## src/rtl/cdb_arbiter_if.sv

```systemverilog
// CDB arbiter bus: FU writeback requests in, single broadcast result out.
// Tag width comes from ROB_TAG_LEN when the includer defines it.
`ifndef ROB_TAG_LEN
`define ROB_TAG_LEN 6
`endif

interface cdb_arbiter_if #(
  parameter int NUM_FU = 4
);
  logic [NUM_FU-1:0]                       fu_valid;
  logic [NUM_FU-1:0][`ROB_TAG_LEN-1:0]     fu_rob_tag;
  logic [NUM_FU-1:0][4:0]                  fu_rd;
  logic [NUM_FU-1:0][31:0]                 fu_value;
  logic [NUM_FU-1:0]                       fu_ready;
  logic                                    cdb_valid;
  logic [`ROB_TAG_LEN-1:0]                 cdb_rob_tag;
  logic [4:0]                              cdb_rd;
  logic [31:0]                             cdb_value;
  logic [NUM_FU-1:0]                       cdb_grant;

  modport master (
    output fu_valid, fu_rob_tag, fu_rd, fu_value,
    input  fu_ready, cdb_valid, cdb_rob_tag, cdb_rd, cdb_value, cdb_grant
  );

  modport slave (
    input  fu_valid, fu_rob_tag, fu_rd, fu_value,
    output fu_ready, cdb_valid, cdb_rob_tag, cdb_rd, cdb_value, cdb_grant
  );
endinterface

```

## src/rtl/cdb_arbiter.sv

```systemverilog
// Common data bus arbiter: one holding slot per FU, one registered broadcast per cycle.
// Define CDB_ROUND_ROBIN_EN for round-robin selection; default is fixed lowest-index priority.
`ifndef ROB_TAG_LEN
`define ROB_TAG_LEN 6
`endif

module cdb_arbiter #(
  parameter int NUM_FU = 4
) (
  input  logic          clock,
  input  logic          reset,
  input  logic          squash,
  cdb_arbiter_if.slave  bus
);
  localparam int PTR_W = $clog2(NUM_FU);

  logic [NUM_FU-1:0]                   slot_valid;
  logic [NUM_FU-1:0][`ROB_TAG_LEN-1:0] slot_tag;
  logic [NUM_FU-1:0][4:0]              slot_rd;
  logic [NUM_FU-1:0][31:0]             slot_value;
  logic [NUM_FU-1:0]                   win;
  logic [NUM_FU-1:0]                   ready;
  logic [PTR_W-1:0]                    win_idx;
  logic                                found;

`ifdef CDB_ROUND_ROBIN_EN
  logic [PTR_W-1:0] rr_ptr;
  logic [PTR_W:0]   cand;

  always_comb begin
    win     = '0;
    win_idx = '0;
    found   = 1'b0;
    cand    = '0;
    for (int unsigned k = 0; k < NUM_FU; k++) begin
      cand = {1'b0, rr_ptr} + (PTR_W+1)'(k);
      if (cand >= (PTR_W+1)'(NUM_FU))
        cand = cand - (PTR_W+1)'(NUM_FU);
      if (!found && slot_valid[cand[PTR_W-1:0]]) begin
        found                  = 1'b1;
        win[cand[PTR_W-1:0]]   = 1'b1;
        win_idx                = cand[PTR_W-1:0];
      end
    end
  end
`else
  always_comb begin
    win     = '0;
    win_idx = '0;
    found   = 1'b0;
    for (int unsigned k = 0; k < NUM_FU; k++) begin
      if (!found && slot_valid[k]) begin
        found   = 1'b1;
        win[k]  = 1'b1;
        win_idx = PTR_W'(k);
      end
    end
  end
`endif

  // A slot being broadcast this cycle can take a new result at the same edge.
  always_comb begin
    ready        = ~slot_valid | win;
    bus.fu_ready = ready;
  end

  always_ff @(posedge clock) begin
    if (reset) begin
      slot_valid      <= '0;
      slot_tag        <= '0;
      slot_rd         <= '0;
      slot_value      <= '0;
      bus.cdb_valid   <= 1'b0;
      bus.cdb_rob_tag <= '0;
      bus.cdb_rd      <= '0;
      bus.cdb_value   <= '0;
      bus.cdb_grant   <= '0;
`ifdef CDB_ROUND_ROBIN_EN
      rr_ptr          <= '0;
`endif
    end else if (squash) begin
      slot_valid    <= '0;
      bus.cdb_valid <= 1'b0;
      bus.cdb_grant <= '0;
    end else begin
      bus.cdb_valid <= found;
      bus.cdb_grant <= win;
      if (found) begin
        bus.cdb_rob_tag <= slot_tag[win_idx];
        bus.cdb_rd      <= slot_rd[win_idx];
        bus.cdb_value   <= slot_value[win_idx];
      end
      for (int unsigned i = 0; i < NUM_FU; i++) begin
        if (bus.fu_valid[i] && ready[i]) begin
          slot_valid[i] <= 1'b1;
          slot_tag[i]   <= bus.fu_rob_tag[i];
          slot_rd[i]    <= bus.fu_rd[i];
          slot_value[i] <= bus.fu_value[i];
        end else if (win[i]) begin
          slot_valid[i] <= 1'b0;
        end
      end
`ifdef CDB_ROUND_ROBIN_EN
      if (found)
        rr_ptr <= (win_idx == PTR_W'(NUM_FU-1)) ? '0 : win_idx + 1'b1;
`endif
    end
  end
endmodule

```

## src/flat_wrapper.sv

```systemverilog
// flat-port wrapper written by rule: the top's interface ports become plain ports
module cdb_arbiter_flat 
#(
  parameter int NUM_FU = 4
)
  (clock, reset, squash, bus_fu_valid, bus_fu_rob_tag, bus_fu_rd, bus_fu_value, bus_fu_ready, bus_cdb_valid, bus_cdb_rob_tag, bus_cdb_rd, bus_cdb_value, bus_cdb_grant);
  cdb_arbiter_if #(.NUM_FU(NUM_FU)) bus_i ();
  input  logic clock;
  input  logic reset;
  input  logic squash;
  input wire logic [$bits(bus_i.fu_valid)-1:0] bus_fu_valid;
  input wire logic [$bits(bus_i.fu_rob_tag)-1:0] bus_fu_rob_tag;
  input wire logic [$bits(bus_i.fu_rd)-1:0] bus_fu_rd;
  input wire logic [$bits(bus_i.fu_value)-1:0] bus_fu_value;
  output wire logic [$bits(bus_i.fu_ready)-1:0] bus_fu_ready;
  output wire logic [$bits(bus_i.cdb_valid)-1:0] bus_cdb_valid;
  output wire logic [$bits(bus_i.cdb_rob_tag)-1:0] bus_cdb_rob_tag;
  output wire logic [$bits(bus_i.cdb_rd)-1:0] bus_cdb_rd;
  output wire logic [$bits(bus_i.cdb_value)-1:0] bus_cdb_value;
  output wire logic [$bits(bus_i.cdb_grant)-1:0] bus_cdb_grant;
  assign bus_i.fu_valid = bus_fu_valid;
  assign bus_i.fu_rob_tag = bus_fu_rob_tag;
  assign bus_i.fu_rd = bus_fu_rd;
  assign bus_i.fu_value = bus_fu_value;
  assign bus_fu_ready = bus_i.fu_ready;
  assign bus_cdb_valid = bus_i.cdb_valid;
  assign bus_cdb_rob_tag = bus_i.cdb_rob_tag;
  assign bus_cdb_rd = bus_i.cdb_rd;
  assign bus_cdb_value = bus_i.cdb_value;
  assign bus_cdb_grant = bus_i.cdb_grant;
  cdb_arbiter #(.NUM_FU(NUM_FU)) u_core (.clock(clock), .reset(reset), .squash(squash), .bus(bus_i));
endmodule
```

## config.mk

```make
export PLATFORM = sky130hd
export DESIGN_NAME = cdb_arbiter_flat
export DESIGN_NICKNAME = d
export VERILOG_FILES = /design/src/rtl/cdb_arbiter_if.sv /design/src/rtl/cdb_arbiter.sv /design/src/flat_wrapper.sv
export SDC_FILE = /design/constraint.sdc
export NUM_CORES = 1
export LEC_CHECK = 0
export ABC_AREA = 1
export CAP_MARGIN = 25
export CORE_ASPECT_RATIO = 1.4
export CORE_UTILIZATION = 35
export DETAILED_ROUTE_END_ITERATION = 12
export SYNTH_ARGS = -nofsm -noshare
export SYNTH_HDL_FRONTEND = slang
export SYNTH_SLANG_ARGS = --single-unit
```

## constraint.sdc

```tcl
create_clock -name clock -period 1.7 [get_ports clock]
set_input_delay 0.51 -clock clock [delete_from_list [all_inputs] [get_ports clock]]
set_output_delay 0.51 -clock clock [all_outputs]
set_load 0.02 [all_outputs]
```

==> run_results.csv <==
group,metric,value,unit
critical_path,cpMaxStageDelayCell,"dfxtp_2",
power,power.leakage,6.01,nW
global_routing,gr-total-overflow,0,
synthesis,synth.largest_area_cell,"dfxtp_1",
clocking,cts-hold-fix-buffers,0,
critical_path,worstPathArrival,1.24,ns
critical_path,reg2reg_from,"u_core.slot_valid[0]",
global_routing,grt_pass1_vias,8937,
floorplanning,rows,71,
placed_design,place_hpwl,20300,um
final_layout,multiInputGateArea,0.00383,mm^2
drt,drtAntennaViolNets,0,
critical_path,reg2reg_depth,10,
critical_path,cpMostUsedCell,"nand2_2",
final_layout,drive_above_1_share,0.100,
status,violations,"negative setup slack",
synthesis,yosys_warnings,0,
clocking,cts.clk_slew.worst_paths,0.06,ns
final_layout,seq_area,0.00449,mm^2
status,status,"finished with violations",
clocking,cts_buffers,24,
critical_path,cp.required,1.19,ns
sta,final_max_slew_viol_count,0,
sta,skew,0.00860,ns
drt,via_count,9387,
synthesis,seq_area_frac_synth,0.471,
floorplanning,pin_count,231,
clocking,root_buffer,"clkbuf_16",
critical_path,max_stage_delay,0.35,ns
floorplanning,start_util,0.355,
synthesis,synth_top_area_share,0.471,
drt,post_drt_via_cell_ratio,4.80,
sta,layout_setup_ws,-0.0515,ns
drt,finalWirelength,30400,um
min_path,whs_path_depth,2,
critical_path,cp-start-kind,"register",
synthesis,synth_common_cells,"dfxtp_1, inv_1, nand2_1",
sta,fin_crit_sh,1.03,
critical_path,path_cells,"nor2_4 > nand2_2 > nand2_2 > buf_6",
placed_design,port_buffers,229,
flow_run,drv_cap,0,
drt,drc,0,
synthesis,synth_nets,1533,
clocking,htree_levels,1,
synthesis,synth-seq-cells,224,
placed_design,post_dp_cell_area,0.0127,mm^2
floorplanning,core_area,0.0268,mm^2
synthesis,async_flop_share,0,
drt,post_drt_wl_per_cell,15.5,um
floorplanning,die_w,141,um
critical_path,reg2reg_slack,0.16,ns
synthesis,synth_cell_type_count,21,
clocking,cts_tree,"done",
synthesis,synthCells,1354,
min_path,hp-class,"reg2reg",
synthesis,synth_edf_count,0,
synthesis,yosys-top-cells-area,"dfxtp_1, nand3_1, a21oi_1, o21ai_0, inv_1",
synthesis,synth_area,0.00952,mm^2
sta,hold_viol_final,0,
sta,rsz0062_at_grt,"true",
critical_path,critical_path.max_fanout,4,
floorplanning,die_h,197,um
power,ir_worst_vdd,0.000675,V
drt,drt_iter0_markers,510,
sta,report.final.setup_viol,2,
placed_design,routabilityCongestion,0.812,
sta,max_freq,571,MHz
critical_path,crit_type,"reg2out",
global_routing,grtUsageTotal,0.216,
final_layout,nNetsFinal,1753,
sta,min_period,1.75,ns
synthesis,syn_avg_cell_area,7.03,um^2
global_routing,antenna_found_initial,2,
min_path,hold_start,"u_core.slot_rd[6]",
critical_path,cp_top_family,"flip-flops",
clocking,clkLatencyLatePin,0.51,ns
critical_path,r2r-end,"u_core.bus.cdb_value[14]",
synthesis,synth_ff_type,"dfxtp_1",
power,cellPowerDensity,983,mW/mm^2
global_routing,grt_first_pass_wirelength,47300,um
final_layout,post-route-util,0.504,
clocking,cts.sinks,224,
clocking,cts.path.max_buffers,3,
final_layout,nFillCells,2724,
critical_path,path_buf_inv,1,
floorplanning,dieArea,0.0279,mm^2
min_path,hold_end,"u_core.slot_rd[6]",
final_layout,fin_area,0.0135,mm^2
final_layout,area.growth.synth_to_final,41.9,%
drt,drt-pass1-iter-count,5,
global_routing,grt_max_degree,46,
critical_path,cp-end-kind,"output pin",
## per-layer routing
metal / track usage / part of all wire / wire length (um) / vias to the layer above
li1: - / - / - / 4780
met1: 0.263 / 0.43 / 13100 / 4336
met2: 0.392 / 0.50 / 15100 / 229
met3: 0.0269 / 0.045 / 1370 / 42
met4: 0.0693 / 0.026 / 790 / 0
met5: 0 / 0 / 0 / -
## layout by cell type, fill, tap and decap left out, drive strengths merged
cell,n
clkdlybuf4s50,178
o21ai,175
nand3,219
dfxtp,224
a21oi,174
clkbuf,53
dlygate4sd2,3
conb,1
diode,2
nand2,223
or2,1
nor2,6
clkdlybuf4s15,25
bufinv,1
buf,78
nor4,1
inv,227
clkinv,1
## state kept, by name, indices dropped and copies added, names as in the netlist
register	count
u_core.slot_value	128
u_core.bus.cdb_grant	4
u_core.bus.cdb_value	32
u_core.bus.cdb_valid	1
u_core.bus.cdb_rob_tag	6
u_core.slot_tag	24
u_core.slot_valid	4
u_core.slot_rd	20
u_core.bus.cdb_rd	5
## worst max-delay path by stage
stage / slack (ns) / end / depth (start not counted) / start
2_1_floorplan: 0.16 / u_core.slot_rd[10] / 5 / u_core.slot_valid[1]
3_3_place_gp: -0.23 / u_core.slot_value[58] / 7 / squash
3_5_place_dp: -0.25 / u_core.slot_value[70] / 7 / squash
4_1_cts: -0.11 / bus_fu_ready[3] / 4 / u_core.slot_valid[1]
5_1_grt: -0.09 / bus_fu_ready[3] / 4 / u_core.slot_valid[0]
6_report: -0.05 / bus_fu_ready[3] / 4 / u_core.slot_valid[0]
## metrics by stage
stage | setup slack (ns) | power, mW | TNS (ns) | cells | hold slack [ns]
2_1_floorplan | 0.156 | 7.10 | 0 | 1354 | 0.430
5_1_grt | -0.0920 | 13.9 | -0.174 | 1957 | 0.464
3_5_place_dp | -0.254 | 8.29 | -33.13 | 1909 | 0.442
4_1_cts | -0.107 | 13.5 | -0.130 | 1955 | 0.451
6_report | -0.0515 | 13.3 | -0.0591 | 1957 | 0.449
3_3_place_gp | -0.235 | 8.26 | -31.77 | 1909 | 0.436
## repair_timing
| item | CTS | global route |
|---|---|---|
| cloned | 1 | 0 |
| resized for setup | 138 | 25 |
| setup buffers | 3 | 0 |
| setup endpoints to repair | 56 | 37 |
| pin swaps | 1 | 2 |
## final cells by class
type / count / area share
flip-flops and latches: 224 / 0.332
multi-input cells: 800 / 0.284
repair buffers: 297 / 0.229
inverters: 227 / 0.0634
clock buffers: 40 / 0.0549
well taps: 365 / 0.0338
clock inverters: 2 / 0.00259
diodes: 2 / 0.000370
## cells by family (layout without fill, tap and decap cells)
| family | Yosys count | count (layout) | share of synthesized area |
|---|---|---|---|
| AO/OA/AOI/OAI | 349 | 349 | 0.184 |
| AND/OR/NAND/NOR | 450 | 450 | 0.209 |
| flip-flops | 224 | 224 | 0.471 |
| other | 1 | 3 | 0.000394 |
| buffers and inverters | 330 | 566 | 0.136 |
## power breakdown
group | switching (mW) | leakage, nW | internal (mW)
registers | 0.138 | 1.85 | 5.64
clock network | 2.05 | 0.380 | 3.10
logic | 1.26 | 3.78 | 1.09
## worst min-delay path: stages, from the launching register on
cell and delay, ns:
dfxtp_1 0.29, inv_1 0.06, a21oi_1 0.05
Power figures use the tool's default switching activity.
